===== src/rtl/imm_ext_pipe_if.sv =====
// Request/result bundle for imm_ext_pipe.
//   master : drives in_valid/immed_in/mode, receives ext_immed_out/out_valid
//   slave  : the extension pipe itself
interface imm_ext_pipe_if #(
  parameter int IN_W  = 16,
  parameter int OUT_W = 32
);
  logic             in_valid;
  logic [IN_W-1:0]  immed_in;
  logic [1:0]       mode;
  logic [OUT_W-1:0] ext_immed_out;
  logic             out_valid;

  modport master (output in_valid, immed_in, mode,
                  input  ext_immed_out, out_valid);
  modport slave  (input  in_valid, immed_in, mode,
                  output ext_immed_out, out_valid);
endinterface


===== src/rtl/imm_ext_pipe.sv =====
// Pipelined immediate-extension unit (sign / zero / upper / branch).
// Ports:
//   clk   : clock, rising edge
//   rst   : synchronous active-high reset, clears every stage
//   stall : hold all stages, input request not captured
//   flush : clear every stage including the request presented this cycle
//   bus   : imm_ext_pipe_if.slave (in_valid, immed_in, mode -> ext_immed_out, out_valid)
// Latency is PIPE_DEPTH cycles, one result per cycle.
module imm_ext_pipe #(
  parameter int IN_W       = 16,
  parameter int OUT_W      = 32,
  parameter int PIPE_DEPTH = 1
) (
  input  logic          clk,
  input  logic          rst,
  input  logic          stall,
  input  logic          flush,
  imm_ext_pipe_if.slave bus
);

  generate
    if (IN_W < 2 || OUT_W < IN_W + 2 || PIPE_DEPTH < 1 || PIPE_DEPTH > 4) begin : g_bad_param
      $error("imm_ext_pipe: illegal IN_W/OUT_W/PIPE_DEPTH");
    end
  endgenerate

  logic [OUT_W-1:0] w_sext;
  logic [OUT_W-1:0] w_ext;

  always_comb begin
    w_sext = {{(OUT_W-IN_W){bus.immed_in[IN_W-1]}}, bus.immed_in};
    w_ext  = w_sext;
    case (bus.mode)
      2'b00: w_ext = w_sext;
      2'b01: w_ext = {{(OUT_W-IN_W){1'b0}}, bus.immed_in};
      2'b10: w_ext = {bus.immed_in, {(OUT_W-IN_W){1'b0}}};
      2'b11: w_ext = {w_sext[OUT_W-3:0], 2'b00};  // top two sign bits drop out
      default: w_ext = w_sext;
    endcase
  end

  // Stage k lives at index k; index PIPE_DEPTH drives the outputs.
  logic [PIPE_DEPTH:1][OUT_W-1:0] r_data;
  logic [PIPE_DEPTH:1]            r_vld_pipe;

  always_ff @(posedge clk) begin
    if (rst || flush) begin
      r_data     <= '0;
      r_vld_pipe <= '0;
    end else if (!stall) begin
      r_vld_pipe[1] <= bus.in_valid;
      r_data[1]     <= bus.in_valid ? w_ext : '0;  // bubbles carry zero data
      for (int k = 2; k <= PIPE_DEPTH; k++) begin
        r_vld_pipe[k] <= r_vld_pipe[k-1];
        r_data[k]     <= r_data[k-1];
      end
    end
  end

  assign bus.out_valid     = r_vld_pipe[PIPE_DEPTH];
  assign bus.ext_immed_out = r_vld_pipe[PIPE_DEPTH] ? r_data[PIPE_DEPTH] : '0;

endmodule


===== src/flat_wrapper.sv =====
// flat-port wrapper written by rule: the top's interface ports become plain ports
module imm_ext_pipe_flat 
#(
  parameter int IN_W       = 16,
  parameter int OUT_W      = 32,
  parameter int PIPE_DEPTH = 1
)
  (clk, rst, stall, flush, bus_in_valid, bus_immed_in, bus_mode, bus_ext_immed_out, bus_out_valid);
  imm_ext_pipe_if #(.IN_W(IN_W), .OUT_W(OUT_W)) bus_i ();
  input  logic clk;
  input  logic rst;
  input  logic stall;
  input  logic flush;
  input wire logic [$bits(bus_i.in_valid)-1:0] bus_in_valid;
  input wire logic [$bits(bus_i.immed_in)-1:0] bus_immed_in;
  input wire logic [$bits(bus_i.mode)-1:0] bus_mode;
  output wire logic [$bits(bus_i.ext_immed_out)-1:0] bus_ext_immed_out;
  output wire logic [$bits(bus_i.out_valid)-1:0] bus_out_valid;
  assign bus_i.in_valid = bus_in_valid;
  assign bus_i.immed_in = bus_immed_in;
  assign bus_i.mode = bus_mode;
  assign bus_ext_immed_out = bus_i.ext_immed_out;
  assign bus_out_valid = bus_i.out_valid;
  imm_ext_pipe #(.IN_W(IN_W), .OUT_W(OUT_W), .PIPE_DEPTH(PIPE_DEPTH)) u_core (.clk(clk), .rst(rst), .stall(stall), .flush(flush), .bus(bus_i));
endmodule

===== config.mk =====
export PLATFORM = sky130hd
export DESIGN_NAME = imm_ext_pipe_flat
export DESIGN_NICKNAME = d
export VERILOG_FILES = /design/src/rtl/imm_ext_pipe_if.sv /design/src/rtl/imm_ext_pipe.sv /design/src/flat_wrapper.sv
export SDC_FILE = /design/constraint.sdc
export NUM_CORES = 1
export LEC_CHECK = 0
export BUFFER_PORTS_ARGS = -buffer_cell sky130_fd_sc_hd__buf_2
export CAP_MARGIN = 20
export CORE_ASPECT_RATIO = 0.75
export CORE_MARGIN = 8
export CORE_UTILIZATION = 44
export DETAILED_ROUTE_END_ITERATION = 6
export HOLD_SLACK_MARGIN = 0.08
export PLACE_DENSITY = 0.81
export REMOVE_ABC_BUFFERS = 1
export SLEW_MARGIN = 10
export SYNTH_ARGS = -nofsm -noshare
export SYNTH_HDL_FRONTEND = slang
export SYNTH_SLANG_ARGS = --single-unit

===== constraint.sdc =====
create_clock -name clk -period 1.6 [get_ports clk]
set_input_delay 0.24 -clock clk [delete_from_list [all_inputs] [get_ports clk]]
set_output_delay 0.24 -clock clk [all_outputs]
set_load 0.005 [all_outputs]

==> results of run 1 <==
==> cells by family (layout without fill, tap and decap cells) <==
kind of cell | Yosys count | in the layout | share of synthesized area
AOI/OAI and AO/OA | 33 | 33 | 0.1971
buffers and inverters | 21 | 75 | 0.05641
DFF | 33 | 33 | 0.4080
muxes | 15 | 15 | 0.09273
and+or+nand+nor | 73 | 73 | 0.2458
==> layout by cell type (no fill, tap or decap), drive strengths merged, types with 2 or more instances in the layout <==
master	n
nor2	34
buf	66
mux2i	15
clkbuf	5
dfxtp	33
a22oi	2
clkinv	2
and2	32
a221o	15
a222oi	14
==> area by class of cell <==
cell class                      count  area share
Clock buffer                        5     0.03372
Clock inverter                      3    0.008584
Inverter                            1    0.001839
Multi-Input combinational cell    121      0.4249
Sequential cell                    33      0.3237
Tap cell                           52     0.03188
Timing Repair Buffer               66      0.1754
==> metal layers <==
metal,vias up,wire [microns],GRT usage
li1,745,-,-
met1,721,2088,0.1885
met2,60,1871,0.2469
met3,4,376,0.05325
met4,0,43,0.07174
met5,-,0,0
==> sequential cells by signal, summed over array words and instances, names as in the netlist <==
register and cells:
u_core.r_data 32, u_core.bus.out_valid 1
==> power by group <==
group	switching, mW	total (mW)	internal [mW]
registers	0.00777	0.845	0.837
clock network	0.313	0.613	0.300
logic	0.106	0.185	0.0784
total	0.427	1.64	1.22
==> path summary, 6_finish.rpt <==
check,from,to,slack (ns)
worst max-delay path,stall,u_core.r_data[24],0.18
worst min-delay path,bus_immed_in[12],u_core.r_data[12],0.22
worst max register to register,u_core.r_data[15],u_core.r_data[15],0.76
worst min register to register,u_core.r_data[30],u_core.r_data[30],0.48
==> critical path, delay by kind of cell <==
kind	cells	cell delay [ns]
AND/OR/NAND/NOR	1	0.73
AO/OA/AOI/OAI	1	0.29
buffers and inverters	3	0.40
==> stage by stage <==
| step | instances | cell area, sq um | hold WS (ns) |
|---|---|---|---|
| floorplan | 155 | 1531 | 0.3770 |
| finish | 281 | 2041 | 0.2233 |
| global placement | 273 | 1954 | 0.4667 |
| CTS | 281 | 2041 | 0.2150 |
| global route | 281 | 2041 | 0.2432 |
| detailed placement | 273 | 1954 | 0.4674 |
==> impl_metrics.csv, run 1 <==
group,metric,value,unit
outcome,status,"finished, final reports clean",
final_layout,antennaDiodeCount,0,
clocking,cts_tree,"yes",
hold_path,hp-class,"primary input to register",
pwr,finalPower,1.642,mW
logic_synthesis,async_flop_share,0,
clocking,clock-sinks,33,
floorplanning,row_count,19,
timing,final.setup.tns,0,ns
global_routing,antenna_found_initial,0,
logic_synthesis,synthDistinctLibCells,22,
timing,final_max_slew_viol_count,0,
logic_synthesis,ys_seq_area_frac,0.4080,
floorplanning,io_pins,56,
placed_design,place_congestion,0.7830,
routing,wl,4380,microns
timing,rsz0062_at_grt,"no",
final_layout,register_area,660.6,sq um
routing,firstDrtPassIters,5,
timing,fmax,0.7023,GHz
clocking,clockBufferDepth,2,
timing,fin_ws,0.1760,ns
global_routing,grt_start_max_net_pins,23,
placed_design,hpwl,3264,microns
logic_synthesis,synth_cells,175,
clocking,h-tree-depth,2,
setup_path,end_kind,"register",
routing,viasPerCell,5.445,
floorplanning,start_util,0.4510,
logic_synthesis,synth_area,1619,sq um
timing,hold_viol,0,
routing,num_vias,1530,
clocking,clkTransAtPathRegs,0.07,ns
setup_path,cp_data_arrival_time,1.65,ns
timing,skew,0,ns
logic_synthesis,synth-main-ff-cell,"dfxtp_1",
setup_path,cpPeakStageDelay,0.73,ns
setup_path,crit_required,1.83,ns
logic_synthesis,synth_top_area_cell,"dfxtp_1",
timing,timing.final.crit_share,0.8900,
routing,drt_iter0_markers,144,
placed_design,io_buffers,55,
clocking,cts_setup_buffers,0,
logic_synthesis,synth-seq-cells,33,
setup_path,worstPathMaxFanout,22,
final_layout,fin_nets,251,
routing,drc,0,
global_routing,grt_usage,0.1553,
floorplanning,die_w,86.05,microns
timing,final.min_clock_period,1.424,ns
floorplanning,die_y,68.54,microns
logic_synthesis,netlist_top_cells_count,"nor2_1, dfxtp_1, and2_1",
setup_path,r2r.worst_path.cells,2,
final_layout,final_util,0.5685,
hold_path,holdPathStages,3,
logic_synthesis,synth_most_common_cell,"nor2_1",
global_routing,overflow,0,
final_layout,drive_above_1_share,0.3319,
floorplanning,core_area,3590,sq um
timing,worst_pin_slew,0.9380,ns
setup_path,cp_cell_sequence,"buf_2, buf_4, inv_1, nor2_1, a221o_1",
flow_run,cap_violations,0,
floorplanning,dieArea,5897,sq um
clocking,clk_latency,0.29,ns
global_routing,grt_pass1_vias,1520,
logic_synthesis,avgSynthCellArea,9.252,sq um
global_routing,grt_first_pass_wirelength,7182,microns
logic_synthesis,synth_edf_count,0,
clocking,numCtsBuffers,5,
clocking,root_buffer,"clkbuf_8",
final_layout,multi_input_area,867.1,sq um
pwr,power_per_cell_area,804.6,nW/um^2
logic_synthesis,synth_warnings,0,
logic_synthesis,synthTopCellsByArea,"dfxtp_1, and2_1, a221o_1",
pwr,peakVddDrop,444.4,uV
timing,slew_headroom,0.3724,
timing,setup_viol,0,
final_layout,n_fill_cell,342,
pwr,p_leak,0.9733,nW
final_layout,area_growth,26.04,%
placed_design,post-place-ws,-0.08395,ns
logic_synthesis,yosysTopAreaCellShare,0.4080,
routing,ant_nets,0,
clocking,cts.repair.resized,0,
setup_path,critical_path.slowest_cell,"nor2_1",
setup_path,cp-start-kind,"primary input",
routing,wl_per_cell,15.59,microns
setup_path,critPathKind,"primary input to register",
clocking,hold_buffers,0,
Power figures use the tool's default switching activity.
==> run 2: changes to the inputs <==
--- a/config.mk
+++ b/config.mk
@@ -11,8 +11,8 @@
 export CORE_MARGIN = 8
 export CORE_UTILIZATION = 44
 export DETAILED_ROUTE_END_ITERATION = 6
-export HOLD_SLACK_MARGIN = 0.08
-export PLACE_DENSITY = 0.81
+export HOLD_SLACK_MARGIN = 0.12
+export PLACE_DENSITY = 0.75
 export REMOVE_ABC_BUFFERS = 1
 export SLEW_MARGIN = 10
 export SYNTH_ARGS = -nofsm -noshare
==> run 2 against run 1 <==
  * Die area unchanged
  * Via count is 0.72% lower
  * Combinational power about the same
  * Final area is 0.43% higher
  * Clock-buffer cell count increased by 1
  * Largest power group unchanged
==> impl_metrics.csv, run 2 (synthesis results as in run 1) <==
group,metric,value,unit
timing,setup_viol,0,
final_layout,drive_above_1_share,0.3275,
final_layout,largest-register,"u_core.r_data",
flow_run,cap_violations,0,
floorplanning,io_pins,56,
placed_design,io_buffers,55,
routing,wl_per_cell,16.06,microns
floorplanning,die_w,86.05,microns
floorplanning,core_area,3590,sq um
setup_path,reg2reg_slack,0.74,ns
placed_design,place_congestion,0.7578,
setup_path,cpPeakStageDelay,0.72,ns
routing,wl,4512,microns
global_routing,grt_usage,0.1598,
routing,ant_nets,0,
setup_path,critical_path.slowest_cell,"nor2_1",
setup_path,end_kind,"register",
pwr,peakVddDrop,696.9,uV
final_layout,antennaDiodeCount,0,
floorplanning,start_util,0.4510,
final_layout,n_fill_cell,343,
clocking,root_buffer,"clkbuf_8",
setup_path,crit_end,"u_core.r_data[23]",
floorplanning,die_y,68.54,microns
setup_path,worstPathMaxFanout,15,
setup_path,r2r-start,"u_core.r_data[13]",
final_layout,area_growth,26.58,%
final_layout,fin_nets,251,
timing,timing.final.crit_share,0.8865,
timing,rsz0062_at_grt,"no",
clocking,hold_buffers,0,
final_layout,final_util,0.5709,
final_layout,register_area,660.6,sq um
timing,worst_pin_slew,0.9506,ns
global_routing,grt_first_pass_wirelength,7369,microns
timing,final_max_slew_viol_count,0,
setup_path,critPathTopFamily,"simple AND/OR/NAND/NOR gates",
setup_path,cp-start-kind,"primary input",
setup_path,critPathKind,"primary input to register",
setup_path,path_buf_inv,1,
timing,final.min_clock_period,1.418,ns
timing,hold_viol,0,
pwr,p_leak,0.9769,nW
timing,slew_headroom,0.3640,
clocking,numCtsBuffers,5,
outcome,status,"finished, final reports clean",
clocking,clk_latency,0.29,ns
routing,drc,0,
final_layout,final_common_cell,"buf_2",
clocking,clkTransAtPathRegs,0.07,ns
global_routing,antenna_found_initial,0,
placed_design,hpwl,3218,microns
hold_path,hp-class,"primary input to register",
timing,final.setup.tns,0,ns
floorplanning,row_count,19,
final_layout,multi_input_area,867.1,sq um
hold_path,holdPathStages,3,
routing,num_vias,1519,
setup_path,cp.depth,4,
clocking,cts_setup_buffers,0,
final_layout,mostFrequentLayoutCells,"buf_2, nor2_1, dfxtp_1, and2_1",
final_layout,largest_reg_flops,32,
pwr,power_per_cell_area,797.5,nW/um^2
clocking,clock-sinks,33,
timing,skew,0,ns
routing,firstDrtPassIters,5,
timing,fmax,0.7050,GHz
setup_path,r2r_end,"u_core.r_data[13]",
final_layout,postLayoutCellArea,2049,sq um
global_routing,overflow,0,
global_routing,grt_pass1_vias,1521,
routing,drt_iter0_markers,227,
clocking,cts_tree,"yes",
routing,viasPerCell,5.406,
clocking,h-tree-depth,2,
setup_path,worstSetupStartpoint,"flush",
clocking,cts.repair.resized,0,
clocking,clockBufferDepth,2,
setup_path,cp_data_arrival_time,1.65,ns
global_routing,grt_start_max_net_pins,23,
setup_path,r2r.worst_path.cells,2,
setup_path,crit_required,1.83,ns
floorplanning,dieArea,5897,sq um
setup_path,cp_cell_sequence,"buf_2, or2_2, nor2_1, a221o_1",
placed_design,dpl_cell_area,1967,sq um
[run 2: per-stage QoR]
stage,setup WS [ns],power [mW],hold WS [ns],cells
2_1_floorplan,-0.2313,0.9401,0.3770,155
3_3_place_gp,-0.08864,1.044,0.4653,273
3_5_place_dp,-0.08285,1.048,0.4675,273
4_1_cts,0.1949,1.645,0.2113,281
5_1_grt,0.006617,1.716,0.2179,281
6_report,0.1816,1.634,0.2204,281
[run 2: worst register-to-register path: stages, from the launching register on]
cell	delay (ns)
dfxtp_1	0.32
a222oi_1	0.36
nor2_1	0.07
[run 2: layout make-up]
class / count / share of cell area
Inverter: 1 / 0.001831
Timing Repair Buffer: 66 / 0.1807
Tap cell: 52 / 0.03175
Clock buffer: 6 / 0.03541
Sequential cell: 33 / 0.3223
Multi-Input combinational cell: 121 / 0.4231
Clock inverter: 2 / 0.004884
[run 2: worst min-delay path by stage]
stage / to / slack [ns] / startpoint
after floorplan: u_core.r_data[31] / 0.38 / stall
after global placement: u_core.r_data[19] / 0.47 / u_core.r_data[19]
after detailed placement: u_core.r_data[20] / 0.47 / u_core.r_data[20]
after CTS: u_core.r_data[1] / 0.21 / bus_immed_in[1]
after global routing: u_core.r_data[1] / 0.22 / bus_immed_in[1]
final: u_core.r_data[1] / 0.22 / bus_immed_in[1]
[run 2: report_power, final]
| group | leakage [nW] | switching [mW] | internal [mW] | total [mW] |
|---|---|---|---|---|
| sequential | 0.267 | 0.00802 | 0.837 | 0.845 |
| clock | 0.0450 | 0.301 | 0.301 | 0.601 |
| combinational | 0.665 | 0.108 | 0.0798 | 0.188 |
[run 2: layer usage]
layer | up-vias | GRT usage | wire, microns
met5 | - | 0 | 0
met4 | 0 | 0.04130 | 42
met3 | 5 | 0.08994 | 500
met2 | 68 | 0.2287 | 1821
met1 | 698 | 0.2022 | 2146
li1 | 748 | - | -
